--- src/rtl/mod10_chain_ctrl.sv ---
// -----------------------------------------------------------------------------
// mod10_chain_ctrl
//
// Purpose:
//   Run/pause controller around a chain of NDIG cascaded BCD (mod-10) digits.
//   A start accepts a BCD terminal count (limit), the chain then advances on
//   each tick while running, and a single-cycle done pulse marks the edge on
//   which the count reaches that terminal value.
//
//   Optional build macro: MOD10_CHAIN_CTRL_AUTORELOAD_EN
//     undefined (default): reaching the terminal count parks the block in DONE
//                          with q holding the terminal value.
//     defined            : reaching the terminal count wraps q to 0 and stays
//                          in RUN, giving a free-running modulo-limit divider.
//
// Ports:
//   clk    in   single clock, all state updates on its rising edge
//   reset  in   synchronous active-high reset
//   start  in   run request; limit is sampled when the start is accepted
//   stop   in   pause request (meaningful in RUN, blocks a resume in PAUSE)
//   clear  in   return to IDLE with q = 0 from any state
//   tick   in   count-enable strobe, honoured only in RUN
//   limit  in   [4*NDIG-1:0] terminal count in BCD, digit 0 in bits [3:0]
//   q      out  [4*NDIG-1:0] current BCD count
//   state  out  [1:0] IDLE=00, RUN=01, PAUSE=10, DONE=11
//   done   out  single-cycle pulse on reaching the terminal count
//   err    out  single-cycle pulse when a start is rejected (limit digit > 9)
//
// Input precedence within one cycle: reset > clear > stop > start > tick.
// -----------------------------------------------------------------------------
module mod10_chain_ctrl #(
  parameter int NDIG = 3
) (
  input  logic              clk,
  input  logic              reset,
  input  logic              start,
  input  logic              stop,
  input  logic              clear,
  input  logic              tick,
  input  logic [4*NDIG-1:0] limit,
  output logic [4*NDIG-1:0] q,
  output logic [1:0]        state,
  output logic              done,
  output logic              err
);

  localparam int W = 4 * NDIG;

  typedef enum logic [1:0] {
    IDLE  = 2'b00,
    RUN   = 2'b01,
    PAUSE = 2'b10,
    DONE  = 2'b11
  } state_t;

  state_t          state_reg;
  logic [W-1:0]    q_reg;
  logic [W-1:0]    lim_r;
  logic            done_reg;
  logic            err_reg;

  // Combinational BCD increment of q_reg. carry[gi] is the carry into digit
  // gi; digit 0 always receives the increment, so a full ripple across every
  // digit that sits at 9 resolves within the same cycle.
  logic [W-1:0]    q_inc;
  logic [NDIG-1:0] carry;
  logic [NDIG-1:0] lim_bad;

  assign carry[0] = 1'b1;

  genvar gi;
  generate
    for (gi = 0; gi < NDIG; gi++) begin : g_digit
      logic [3:0] d;
      assign d = q_reg[4*gi +: 4];

      assign q_inc[4*gi +: 4] = !carry[gi]     ? d     :
                                (d == 4'd9)    ? 4'd0  :
                                                 d + 4'd1;

      if (gi < NDIG - 1) begin : g_carry
        assign carry[gi+1] = carry[gi] & (d == 4'd9);
      end

      // A non-BCD nibble in limit makes any start in IDLE/DONE a rejected one.
      assign lim_bad[gi] = (limit[4*gi +: 4] > 4'd9);
    end
  endgenerate

  always_ff @(posedge clk) begin
    if (reset) begin
      state_reg <= IDLE;
      q_reg     <= '0;
      lim_r     <= '0;
      done_reg  <= 1'b0;
      err_reg   <= 1'b0;
    end else begin
      // done/err are pulses: low unless an event below raises them.
      done_reg <= 1'b0;
      err_reg  <= 1'b0;

      if (clear) begin
        state_reg <= IDLE;
        q_reg     <= '0;
      end else begin
        case (state_reg)
          // DONE accepts a start exactly like IDLE; stop and tick are
          // meaningless in both. A rejected start changes nothing but err.
          IDLE, DONE: begin
            if (start) begin
              if (|lim_bad) begin
                err_reg <= 1'b1;
              end else begin
                lim_r <= limit;
                q_reg <= '0;
                if (limit == '0) begin
                  // Terminal count of zero is reached immediately.
                  state_reg <= DONE;
                  done_reg  <= 1'b1;
                end else begin
                  state_reg <= RUN;
                end
              end
            end
          end

          RUN: begin
            if (stop) begin
              // Pause wins; a tick in the same cycle is dropped.
              state_reg <= PAUSE;
            end else if (tick) begin
              if (q_inc == lim_r) begin
                done_reg <= 1'b1;
`ifdef MOD10_CHAIN_CTRL_AUTORELOAD_EN
                q_reg    <= '0;
`else
                q_reg     <= q_inc;
                state_reg <= DONE;
`endif
              end else begin
                q_reg <= q_inc;
              end
            end
          end

          PAUSE: begin
            // Resume keeps the previously latched terminal count.
            if (start && !stop) begin
              state_reg <= RUN;
            end
          end

          default: begin
            state_reg <= IDLE;
          end
        endcase
      end
    end
  end

  assign q     = q_reg;
  assign state = state_reg;
  assign done  = done_reg;
  assign err   = err_reg;

endmodule

--- config.mk ---
export PLATFORM = sky130hd
export DESIGN_NAME = mod10_chain_ctrl
export DESIGN_NICKNAME = d
export VERILOG_FILES = /design/src/rtl/mod10_chain_ctrl.sv
export SDC_FILE = /design/constraint.sdc
export NUM_CORES = 1
export LEC_CHECK = 0
export BUFFER_PORTS_ARGS = -buffer_cell sky130_fd_sc_hd__buf_2
export CAP_MARGIN = 20
export CORE_ASPECT_RATIO = 0.7
export CORE_MARGIN = 1
export CORE_UTILIZATION = 40
export CTS_CLUSTER_SIZE = 14
export DETAILED_ROUTE_END_ITERATION = 10
export PLACE_DENSITY = 0.56
export REMOVE_ABC_BUFFERS = 1
export SLEW_MARGIN = 10
export SYNTH_ARGS = -nofsm -noshare
export SYNTH_HDL_FRONTEND = slang
export SYNTH_SLANG_ARGS = --single-unit
--- constraint.sdc ---
create_clock -name clk -period 2.6 [get_ports clk]
set_input_delay 0 -clock clk [delete_from_list [all_inputs] [get_ports clk]]
set_output_delay 0 -clock clk [all_outputs]
set_load 0.01 [all_outputs]
==> summary.txt <==
Status
  – Status: finished with violations
  – Failing checks: DRC, hold timing

Timing
  – Max Fclk: 0.426 GHz
  – Final Hold Vio Count: 1
  – Final cycle utilization of the critical path: 0.903
  – Final Max Tran Viols: 0
  – Setup_tns: 0 ns
  – Max-Slew Margin vs Limit: 0.698
  – Post-route setup slack: 0.253 ns
  – Setup violators final: 0
  – Slew @ Worst Pin: 0.446 ns
  – Final Hold Slack: -0.00104 ns
  – Final worst clock skew: 0.00328 ns
  – RSZ-0062 raised after global routing: false
  – Tmin final: 2.35 ns

Setup path
  – CP startpoint: q[5]
  – Max stage delay cell, worst path: dfxtp_1
  – Flop-to-flop setup slack: approximately 0.25 ns
  – Critical Path Max Stage Delay: between 0.3 and 0.4 ns
  – Worst setup EP type: flip-flop
  – Cell breakdown of the critical path: inv_1, ha_1, nand3b_1, buf_4, o31ai_1, a221oi_1, nor4b_2, and2_1, nand2_1, o211ai_1
  – WS Path Type: reg -> reg
  – Worst Reg-to-Reg Cells: 10
  – CP delay by family, top: simple AND/OR/NAND/NOR gates
  – Crit Path Max Fanout: 7
  – RR Startpoint: q[5]
  – Worst R2R End: state[1]
  – Buffers & Inverters on Critical Path: 2
  – Crit path launch type: flip-flop
  – CP Data Arrival Time: approximately 2.6 ns
  – WP data required: 2.82 ns

Finish
  – Fin area: 2300 um^2
  – Final nets: 313
  – Synthesis-to-layout area growth: 22.1%
  – Finished Core Util: 0.519
  – Layout cell share with drive strength beyond 1: 0.181
  – N_diodes: 0

Detailed routing
  – Initial DRC Count: 156
  – Vias: 1900
  – Vias per cell: 5.54
  – Total Wirelength: 5300 um
  – First-pass detailed-route iteration total: 7
  – DR WL/cell: between 15 and 20 um
  – DR DRC count: 8
  – Antenna Violating Nets Remaining: 0

Logic synthesis
  – Post-Syn Area: 1880 um^2
  – Yosys reg bits: 28
  – Syn_area_per_cell: 7.71 um^2
  – Syn. warnings: 0
  – Main synth FF type: dfxtp_1
  – Number of flops mapped to enable cells by yosys: 0
  – Top-area cell type share of the netlist area: 0.298
  – Leading area contributor after synthesis: dfxtp_1
  – Cells after Synth: 244
  – Seq/Total Area, Yosys: 0.298
  – Yosys cell types: 50
  – Share of flip-flops with an asynchronous set or reset: 0
  – Area contributors post-synth: dfxtp_1 (30%), mux2i_1 (6.4%), nor2_1 (6.4%)

Floorplanning
  – Die W: 84.0 um
  – Die Span Y: 59.4 um
  – # rows: 20
  – Std-Cell Core Area: 4430 um^2
  – IO Pins: 34
  – DIE AREA: 4990 um^2
  – Starting Density: 0.425

Placement
  – # port buffers: 33
  – GP Congestion: 0.831
  – Placed cell areas: roughly 2100 um^2
  – Post-DP HPWL: 3860 um
  – Placement Setup Slack: 0.259 ns

CTS
  – Clock root buffer master: clkbuf_8
  – Post-CTS Setup Inserts: 0
  – Clock transition at path regs: 0.11 ns
  – Clock Latency Late Sink: 0.29 ns
  – H-tree depth: 1
  – TritonCTS buffer count: 3
  – CTS max path bufs: 2
  – TritonCTS clock tree: done
  – CTS sink count: 28

Power and ir drop
  – Maximum ir drop on the vdd rail: 0.193 mV
  – Leak: ~0.00084 uW
  – Pwr dens: 395 nW/um^2

Global routing
  – GRT Overall Usage: 0.224
  – Total congestion overflow: 0
  – Initial antenna violation count: 0
  – First-pass GRT wire length: 8580 um
  – Vias in the first global route: 1674
  – Largest net degree at the start of global routing: 19

Flow run
  – Max_cap viols: 0

Min path
  – WHS Path Cells: 3
  – Hold Path End: lim_r[1]
  – Hold WC Path Type: in -> reg
  – Hold Path Origin: limit[1]
-- routing by layer --
| layer | wire (um) | GRT usage | vias to the layer above |
|---|---|---|---|
| met4 | 33 | 0.0419 | 0 |
| met2 | 2180 | 0.344 | 67 |
| met1 | 2740 | 0.332 | 850 |
| met3 | 354 | 0.0390 | 4 |
| li1 | - | - | 979 |
| met5 | 0 | 0 | - |
-- through the flow --
stage / hold WS (ns) / std cells / power [uW]
global placement: 0.261 / 328 / 540
detailed placement: 0.265 / 328 / 541
CTS: 0.00534 / 343 / 914
floorplan: 0.0724 / 232 / 498
finish: -0.00104 / 343 / 908
global route: 0.00731 / 343 / 942
-- cells by family after synthesis --
| group | synth area share |
|---|---|
| compound gates | 0.226 |
| flops | 0.298 |
| buf+inv | 0.0525 |
| mux | 0.0638 |
| fa+ha+maj | 0.0399 |
| xor+xnor | 0.0279 |
| simple gates | 0.292 |
-- report_power, final --
part	total [uW]	switching, uW	internal, uW
clock	363	156	207
sequential	440	5.87	435
combinational	104	57.7	46.4
-- tightest hold or removal path, stage by stage --
cell and delay [ns]:
buf_2 0.10, mux2i_1 0.07, nor2_1 0.09
-- synth_stat cells, drive strengths merged, types with 4 or more instances --
library cell / n
inv: 9
mux2i: 12
o21ai: 18
nand3: 8
nor4: 5
a21oi: 21
nor3: 7
buf: 6
xnor2: 4
or3: 5
ha: 6
nand2b: 8
clkbuf: 6
nor2: 32
nand2: 17
dfxtp: 28
-- worst max-delay path by stage --
stage	endpoint	slack, ns	cells after the start
after floorplan	lim_r[0]	0.07	6
after global placement	state[1]	0.25	9
after detailed placement	state[1]	0.26	9
after CTS	state[1]	0.22	9
after global routing	state[1]	0.004	10
final	state[1]	0.25	10
-- timing repair --
item | CTS | global route
hold buffers | 11 | 0
setup endpoints to repair | 0 | 1
endpoints found under the hold margin | 11 | 0
gates resized for setup | 0 | 1
-- cells in the final DEF (no fill, tap or decap), drive strengths merged, types with 4 or more instances in the layout --
cell	Yosys	layout
nor2	32	32
nor4	5	5
ha	6	6
xnor2	4	4
mux2i	12	12
nand2	17	17
nand3	8	8
dlygate4sd3	0	11
dfxtp	28	28
nand2b	8	8
buf	6	41
inv	9	9
nor3	7	7
a21oi	21	21
o21ai	18	18
or3	5	5
-- cell type report --
| cell class | count | area [um^2] |
|---|---|---|
| fill | 436 | 2130 |
| clock buffer | 3 | 41.3 |
| timing repair buffer | 52 | 335 |
| sequential | 28 | 562 |
| multi-input combinational | 195 | 1230 |
| inverter | 9 | 33.8 |
| tap | 55 | 68.8 |
| clock inverter | 1 | 30.0 |
No activity file was read; power rests on OpenSTA's default activity.
